[config.mk]
export PLATFORM = sky130hd
export DESIGN_NAME = gpio_out_ctrl
export DESIGN_NICKNAME = d
export VERILOG_FILES = /design/src/rtl/gpio_pkg.sv /design/src/rtl/sync_fifo.sv /design/src/rtl/gpio_out_ctrl.sv
export SDC_FILE = /design/constraint.sdc
export NUM_CORES = 1
export LEC_CHECK = 0
export CELL_PAD_IN_SITES_DETAIL_PLACEMENT = 1
export CELL_PAD_IN_SITES_GLOBAL_PLACEMENT = 1
export CORE_MARGIN = 2
export CORE_UTILIZATION = 45
export DETAILED_ROUTE_END_ITERATION = 10
export PLACE_DENSITY_LB_ADDON = 0.1
export SETUP_SLACK_MARGIN = 0.15
export SLEW_MARGIN = 15
export SYNTH_ARGS = -nofsm -noshare
export SYNTH_HDL_FRONTEND = slang
export SYNTH_SLANG_ARGS = --single-unit
[constraint.sdc]
create_clock -name clk -period 6.7 [get_ports clk]
set_input_delay 0.67 -clock clk [delete_from_list [all_inputs] [get_ports clk]]
set_output_delay 0.67 -clock clk [all_outputs]
set_load 0.01 [all_outputs]
[src/rtl/gpio_pkg.sv]
// rtl/gpio_pkg.sv - shared types and defaults for the GPIO output controller
package gpio_pkg;
   typedef enum logic [1:0] {IDLE, STROBE, FALL} state_t;

   localparam int GPIO_W    = 8;
   localparam int IMG_BYTES = 152100;
endpackage

[src/rtl/sync_fifo.sv]
// rtl/sync_fifo.sv - power-of-two circular FIFO with registered full/empty
module sync_fifo #(
   parameter int WIDTH = 8,
   parameter int DEPTH = 16
) (
   input  logic             i_clk,
   input  logic             i_rstn,
   input  logic             i_push,
   input  logic [WIDTH-1:0] i_data,
   input  logic             i_pop,
   output logic [WIDTH-1:0] o_data,
   output logic             o_full,
   output logic             o_empty
);
   localparam int AW = $clog2(DEPTH);

   logic [WIDTH-1:0] r_mem [DEPTH];
   logic [AW:0]      r_wptr;
   logic [AW:0]      r_rptr;
   logic             r_full;
   logic             r_empty;
   logic             w_push;
   logic             w_pop;
   logic [AW:0]      w_wptr_nxt;
   logic [AW:0]      w_rptr_nxt;

   assign w_push     = i_push && !r_full;
   assign w_pop      = i_pop && !r_empty;
   assign w_wptr_nxt = r_wptr + {{AW{1'b0}}, w_push};
   assign w_rptr_nxt = r_rptr + {{AW{1'b0}}, w_pop};

   // Flags are computed from the next pointers so they are valid right after the edge.
   always_ff @(posedge i_clk) begin
      if (!i_rstn) begin
         r_wptr  <= '0;
         r_rptr  <= '0;
         r_full  <= 1'b0;
         r_empty <= 1'b1;
      end else begin
         r_wptr  <= w_wptr_nxt;
         r_rptr  <= w_rptr_nxt;
         r_full  <= (w_wptr_nxt[AW] != w_rptr_nxt[AW]) &&
                    (w_wptr_nxt[AW-1:0] == w_rptr_nxt[AW-1:0]);
         r_empty <= (w_wptr_nxt == w_rptr_nxt);
      end
   end

   always_ff @(posedge i_clk) begin
      if (w_push) r_mem[r_wptr[AW-1:0]] <= i_data;
   end

   assign o_data  = r_mem[r_rptr[AW-1:0]];
   assign o_full  = r_full;
   assign o_empty = r_empty;
endmodule

[src/rtl/gpio_out_ctrl.sv]
// rtl/gpio_out_ctrl.sv - buffered byte sequencer onto GPIO with strobe and frame counting
module gpio_out_ctrl
   import gpio_pkg::*;
#(
   parameter int DEPTH         = 16,
   parameter int STROBE_CYCLES = 2,
   parameter int FRAME_BYTES   = IMG_BYTES
) (
   input  logic                                 clk,
   input  logic                                 rst,
   input  logic                                 wr_en,
   input  logic [GPIO_W-1:0]                    wr_data,
   output logic                                 full,
   output logic                                 overflow,
   output logic [GPIO_W-1:0]                    GPIO,
   output logic                                 GPIOEn,
   output logic [$clog2(FRAME_BYTES+1)-1:0]     byte_count,
   output logic                                 frame_done
);
   localparam int CW = $clog2(FRAME_BYTES + 1);
   localparam int SW = (STROBE_CYCLES > 1) ? $clog2(STROBE_CYCLES) : 1;

   state_t            r_state;
   state_t            w_state_nxt;
   logic [SW-1:0]     r_cnt;
   logic [SW-1:0]     w_cnt_nxt;
   logic [GPIO_W-1:0] r_gpio;
   logic [GPIO_W-1:0] w_gpio_nxt;
   logic              r_en;
   logic              w_en_nxt;
   logic [CW-1:0]     r_bytes;
   logic [CW-1:0]     w_bytes_nxt;
   logic              r_fd;
   logic              w_fd_nxt;
   logic              r_ovf;
   logic              w_pop;
   logic [GPIO_W-1:0] w_fifo_data;
   logic              w_full;
   logic              w_empty;

   sync_fifo #(.WIDTH(GPIO_W), .DEPTH(DEPTH)) u_fifo (
      .i_clk   (clk),
      .i_rstn  (rst),
      .i_push  (wr_en),
      .i_data  (wr_data),
      .i_pop   (w_pop),
      .o_data  (w_fifo_data),
      .o_full  (w_full),
      .o_empty (w_empty)
   );

   // The low cycle after a strobe doubles as an issue slot, giving one byte per STROBE_CYCLES+1.
   always_comb begin
      w_state_nxt = r_state;
      w_cnt_nxt   = r_cnt;
      w_gpio_nxt  = r_gpio;
      w_en_nxt    = r_en;
      w_bytes_nxt = r_bytes;
      w_fd_nxt    = 1'b0;
      w_pop       = 1'b0;
      case (r_state)
         IDLE, FALL: begin
            w_en_nxt    = 1'b0;
            w_state_nxt = IDLE;
            if (!w_empty) begin
               w_pop       = 1'b1;
               w_gpio_nxt  = w_fifo_data;
               w_en_nxt    = 1'b1;
               w_cnt_nxt   = SW'(STROBE_CYCLES - 1);
               w_state_nxt = STROBE;
            end
         end
         STROBE: begin
            if (r_cnt == '0) begin
               w_en_nxt    = 1'b0;
               w_state_nxt = FALL;
               if (r_bytes == CW'(FRAME_BYTES - 1)) begin
                  w_bytes_nxt = '0;
                  w_fd_nxt    = 1'b1;
               end else begin
                  w_bytes_nxt = r_bytes + CW'(1);
               end
            end else begin
               w_cnt_nxt = r_cnt - SW'(1);
            end
         end
         default: w_state_nxt = IDLE;
      endcase
   end

   always_ff @(posedge clk) begin
      if (!rst) begin
         r_state <= IDLE;
         r_cnt   <= '0;
         r_gpio  <= '0;
         r_en    <= 1'b0;
         r_bytes <= '0;
         r_fd    <= 1'b0;
         r_ovf   <= 1'b0;
      end else begin
         r_state <= w_state_nxt;
         r_cnt   <= w_cnt_nxt;
         r_gpio  <= w_gpio_nxt;
         r_en    <= w_en_nxt;
         r_bytes <= w_bytes_nxt;
         r_fd    <= w_fd_nxt;
         r_ovf   <= r_ovf | (wr_en & w_full);
      end
   end

   assign full       = w_full;
   assign overflow   = r_ovf;
   assign GPIO       = r_gpio;
   assign GPIOEn     = r_en;
   assign byte_count = r_bytes;
   assign frame_done = r_fd;
endmodule

==> results of run 1 <==
[registers in the layout, summed over array words and instances (netlist names), 2 cells and up]
| register | cells |
|---|---|
| u_fifo.r_mem | 128 |
| GPIO | 8 |
| u_fifo.r_wptr | 5 |
| r_state | 2 |
| byte_count | 18 |
| u_fifo.r_rptr | 5 |
[cells in the mapped netlist (6+ instances only)]
master	number
xor2_1	19
o21ai_0	11
mux4_2	32
nor2_1	34
a21oi_1	8
nand2_1	17
a21o_1	8
nor3_1	6
and2_1	9
edfxtp_1	128
clkbuf_1	9
a22oi_1	16
dfxtp_1	44
nand3_1	10
[final cells by class]
class                           instances  share of cell area, %
Sequential cell                       172                  59.46
Multi-Input combinational cell        222                  24.67
Tap cell                              184                  2.897
Inverter                                4                 0.1889
Timing Repair Buffer                   43                  5.321
Clock inverter                         11                  1.669
Clock buffer                           21                  5.793
[metal layers]
| metal | part of all wire, % | up-vias |
|---|---|---|
| met2 | 48 | 98 |
| met4 | 0.80 | 0 |
| li1 | - | 1712 |
| met1 | 46 | 1866 |
| met5 | 0 | - |
| met3 | 5.5 | 9 |
[worst max-delay path: cells and delay by family]
family	cells	cell delay (ps)
buffers and inverters	1	470
AND/OR/NAND/NOR	3	1830
[power breakdown]
part / total [mW] / internal (mW) / switching (mW)
clock network: 0.982 / 0.576 / 0.406
registers: 1.21 / 1.19 / 0.0253
logic: 0.446 / 0.222 / 0.223
[cells by family (layout without fill, tap and decap cells)]
family          Yosys count  after routing
compound gates           52             52
xor+xnor                 21             21
fa+ha+maj                 5              5
buf+inv                  25             79
flops                   172            172
mux                      33             33
simple gates            111            111
[stage by stage]
step / area (sq um) / setup slack (ps)
after floorplan: 6794 / 4294
after global placement: 7340 / 3352
after detailed placement: 7340 / 3347
after CTS: 7933 / 3752
after global routing: 7948 / 3657
final: 7948 / 3770
[worst paths after layout]
kind	start	to	slack [ps]	depth (start not counted)
min reg2reg	GPIO[7]	GPIO[7]	470	2
max reg2reg	u_fifo.o_full	u_fifo.r_mem[0][3]	4190	3
min	GPIO[7]	GPIO[7]	470	2
max	wr_en	u_fifo.r_mem[0][3]	3770	4
==> run summary, run 1 <==
CP max stage cell - nor3_1
IO buf count - 40
Clk root buf - clkbuf_16
Final setup fails - 0
Combinational family with the most area after synthesis - multiplexers
Die footprint - 16100 sq um
Register area share after synthesis - 69.54%
Yosys warning total - 0
Worst path cell trace - clkdlybuf4s50_1 -> nor2b_1 -> or3b_2 -> nor3_1
Grt ovf - 0
Commonest non-fill, non-tap cell in the layout - edfxtp_1
Vias/cell - 5.609
Final Max Tran Viols - 0
DR vias - 3685
Post-synthesis register bit count - 172
GRT Resource Usage Total - 19.22%
Diode count - 0
Distinct cells, synth - 45
Reg clk slew, reported paths - 60 ps
Final period util - 43.73%
Syn Nets - 435
WHS - 468.4 ps
Area growth from synthesis to layout - 16.98%
Multi-input gate area - 1961 sq um
Setup TNS Final - 0 ps
Share of cells above drive strength 1 - 16.91%
Post-CTS resize count - 0
Storage cell area - 4726 sq um
Die height - 126.9 microns
Synth top area cells - edfxtp_1, dfxtp_1, mux4_2
1st-pass router iterations - 5
Setup Skew - 7.182 ps
Synth Area in Adders - 0.9208%
FP Rows - 44
Critical Path RT - 6740 ps
CTS sink count - 172
Relative slew slack - 31.15%
GR met3 Demand/Resource - 5.441%
Crit path capture type - register
Starting density of the core - 46.39%
Number of I/O pins - 41
Synth Flop Type - edfxtp_1
Multiplexer share of the synthesized area - 10.76%
Cells after Synth - 419
Achievable Freq - 341.3 MHz
CP Data Arrival Time - 2970 ps
Area leader, netlist - edfxtp_1
Largest net degree at the start of global routing - 35
Status - finished clean
Worst-case clock buffer depth - 2
Min Tclk post-route - 2930 ps
CTS Buf Count - 17
PD cells - 332.2 nW/um^2
DRT iter0 DRCs - 249
Placer Congestion - 0.7730
Startpoint types - primary input
CTS tree - built
Worst IR Drop VDD - 0.0001834 V
Crit Path Max Fanout - 8
Wire per inst - 21.86 microns
Initial antenna violation count - 0
CTS H-tree lvls - 4
Async set-reset flop share out of synthesis - 0%
Compound-Gate Fraction of Synth Area - 5.046%
Synth Area in XOR/XNOR - 2.707%
Avg Inst Size Synth - 16.21 sq um
Crit path largest cell delay - 810 ps
Vias in the first global route - 3884
Core ar. - 14640 sq um
Post-synthesis instance area - 6794 sq um
Drt total wl - 14.36 mm
Max-cap violations - 0
Clk_lat worst skew - 420 ps
Fin. Hold Viols - 0
Worst slew pin tran - 1025 ps
Nets - 476
Final core utilization - 54.27%
Lkg Pwr - 2.597 nW
Final cell count without fillers - 657
Most frequent cells in the layout - edfxtp_1, dfxtp_1, clkdlybuf4s50_1
Post-synth top area share - 56.57%
Tot Pwr - 2.640 mW
Placed cell count - 625
RSZ-0062 raised after global routing - no
Setup Crit Path Kind - in -> reg
GR peak layer - met2
Worst Hold Class - reg -> reg
Synth Area in Simple Gates - 9.208%
Met2 GRT Util - 30.08%
Post-CTS Hold Buffers - 0
First-pass GRT wire length - 22.76 mm
Post-route ant nets - 0
Post-synth EDFFs - 128
GR Layer Usage met1 - 26.96%
DR DRC count - 0
Postcts setup bufs - 0
Filler cell count - 1360
Die X-Extent - 126.9 microns
DP HPWL - 9.239 mm
Power figures use the tool's default switching activity.
==> run 2: changes to the inputs <==
- clock period: 6.7 -> 3 ns (I/O delays scaled with it)
==> run 2 against run 1 <==
Compared with the run above:
- final cell count up 2.7%
- sequential power up 120%
- largest cell class unchanged
- critical path depth up 3
- worst setup slack worse by 2900 ps
- first-iteration DRC count down 17%
- core utilization up 0.82 points
- sequential share of layout area down 0.89 points
- combinational power up 130%
- critical path type is now reg -> reg
==> run summary, run 2 (synthesis gave the netlist of run 1 again) <==
Status - finished clean
Vias/cell - 5.661
Final Max Tran Viols - 0
Diode count - 0
Grt ovf - 0
Delay-heaviest family, CP - simple AND/OR/NAND/NOR gates
Part of the power in registers - 46.1%
Min Tclk post-route - 2143 ps
Clk root buf - clkbuf_16
Most frequent cells in the layout - edfxtp_1, dfxtp_1, clkdlybuf4s50_1
Initial antenna violation count - 0
Cell-internal power - 4.462 mW
FP Rows - 44
Post-route ant nets - 0
Core ar. - 14640 sq um
Critical Path RT - 3320 ps
Startpoint types - register
Achievable Freq - 466.6 MHz
RR Startpoint - r_state[0]
Postcts setup bufs - 0
CTS tree - built
GRT Resource Usage Total - 20.18%
Vias in the first global route - 4053
Reg2reg end - u_fifo.o_full
CP Data Arrival Time - 2460 ps
Worst IR Drop VDD - 0.0004985 V
Worst path cell trace - nor2_1 -> ha_1 -> ha_1 -> xor2_1 -> xor2_1 -> or3_1 -> nor4b_1
CP bufs+invs - 0
Fin. Hold Viols - 0
WHS Path Cells - 2
CTS sink count - 172
Finished Cell Area - 8068 sq um
Placer Congestion - 0.7745
Worst hold start - GPIO[1]
CP max stage cell - dfxtp_1
Worst slew pin tran - 809.1 ps
DR vias - 3821
WHS Endpoint - GPIO[1]
PD cells - 730.9 nW/um^2
Setup Skew - 8.402 ps
Final setup fails - 0
IO buf count - 40
Lkg Pwr - 2.668 nW
Area growth from synthesis to layout - 18.75%
CTS Buf Count - 17
Clk pwr share - 36.7%
Net Sw Frac - 24.33%
Share of cells above drive strength 1 - 18.74%
Relative slew slack - 45.95%
First-pass GRT wire length - 23.70 mm
Worst-case clock buffer depth - 2
Post-CTS Hold Buffers - 0
DR DRC count - 0
DRT iter0 DRCs - 207
Die X-Extent - 126.9 microns
Switching power - 1.435 mW
Final core utilization - 55.09%
Nets - 494
1st-pass router iterations - 4
RSZ-0062 raised after global routing - no
Max-cap violations - 0
Wire per inst - 22.11 microns
Die footprint - 16100 sq um
Reg clk slew, reported paths - 60 ps
Final period util - 71.43%
Max reg flops - 128
Setup Crit Path Kind - reg -> reg
DP HPWL - 9.805 mm
CTS H-tree lvls - 4
Worst Hold Class - reg -> reg
Largest net degree at the start of global routing - 34
R2r worst-path depth - 7
Number of I/O pins - 41
Commonest non-fill, non-tap cell in the layout - edfxtp_1
Post-CTS resize count - 0
R2R setup slack - 860 ps
Crit Path Max Fanout - 7
Starting density of the core - 46.39%
Die height - 126.9 microns
Clk_lat worst skew - 420 ps
Combinational share of power - 17.2%
Drt total wl - 14.93 mm
Filler cell count - 1367
Setup TNS Final - 0 ps
Crit path capture type - register
Placed Area - 7487 sq um
Crit path largest cell delay - 440 ps
run 2: per-stage QoR:
step | setup WS, ps | std cells | power (mW) | hold WS, ps
2_1_floorplan | 879.2 | 419 | 3.449 | 398.9
3_3_place_gp | 589.2 | 643 | 3.783 | 450.4
3_5_place_dp | 458.5 | 643 | 3.797 | 460.3
4_1_cts | 832.0 | 675 | 5.966 | 471.7
5_1_grt | 703.7 | 675 | 6.132 | 501.2
6_report | 857.1 | 675 | 5.897 | 469.9
run 2: how the worst max path moves through the flow:
stage,start,to,slack (ps),cells after the start
3_5_place_dp,wr_en,u_fifo.o_full,460,8
6_report,r_state[0],u_fifo.o_full,860,7
3_3_place_gp,wr_en,u_fifo.o_full,590,8
5_1_grt,r_state[0],u_fifo.o_full,700,7
2_1_floorplan,r_state[0],u_fifo.o_full,880,8
4_1_cts,r_state[0],u_fifo.o_full,830,7
run 2: power by group through the flow:
| stage | registers (mW) | logic, mW | clock network (mW) |
|---|---|---|---|
| global route | 2.73 | 1.11 | 2.29 |
| CTS | 2.72 | 1.04 | 2.21 |
| floorplan | 2.76 | 0.686 | 0 |
| finish | 2.72 | 1.02 | 2.16 |
| global placement | 2.76 | 1.02 | 0 |
| detailed placement | 2.77 | 1.03 | 0 |
run 2: worst register-to-register path, stage by stage (launching register included):
cell     delay (ps)
dfxtp_1         440
nor2_1          120
ha_1            210
ha_1            210
xor2_1          190
xor2_1          180
or3_1           400
nor4b_1         290
run 2: routing by layer:
metal,track usage [%],routed length [microns],vias to the layer above,share of wire [%]
li1,-,-,1747,-
met1,27.23,6609,1957,44
met2,32.57,7323,97,49
met3,4.049,743,20,5.0
met4,7.822,251,0,1.7
met5,0,0,-,0
run 2: final cells by class:
class	count	area, sq um	share of cell area (%)
well taps	184	230.2	2.854
flip-flops and latches	172	4726	58.58
inverters	4	15.01	0.1861
multi-input cells	222	1946	24.12
clock inverters	15	155.1	1.923
clock buffers	17	425.4	5.273
repair buffers	61	570.5	7.072
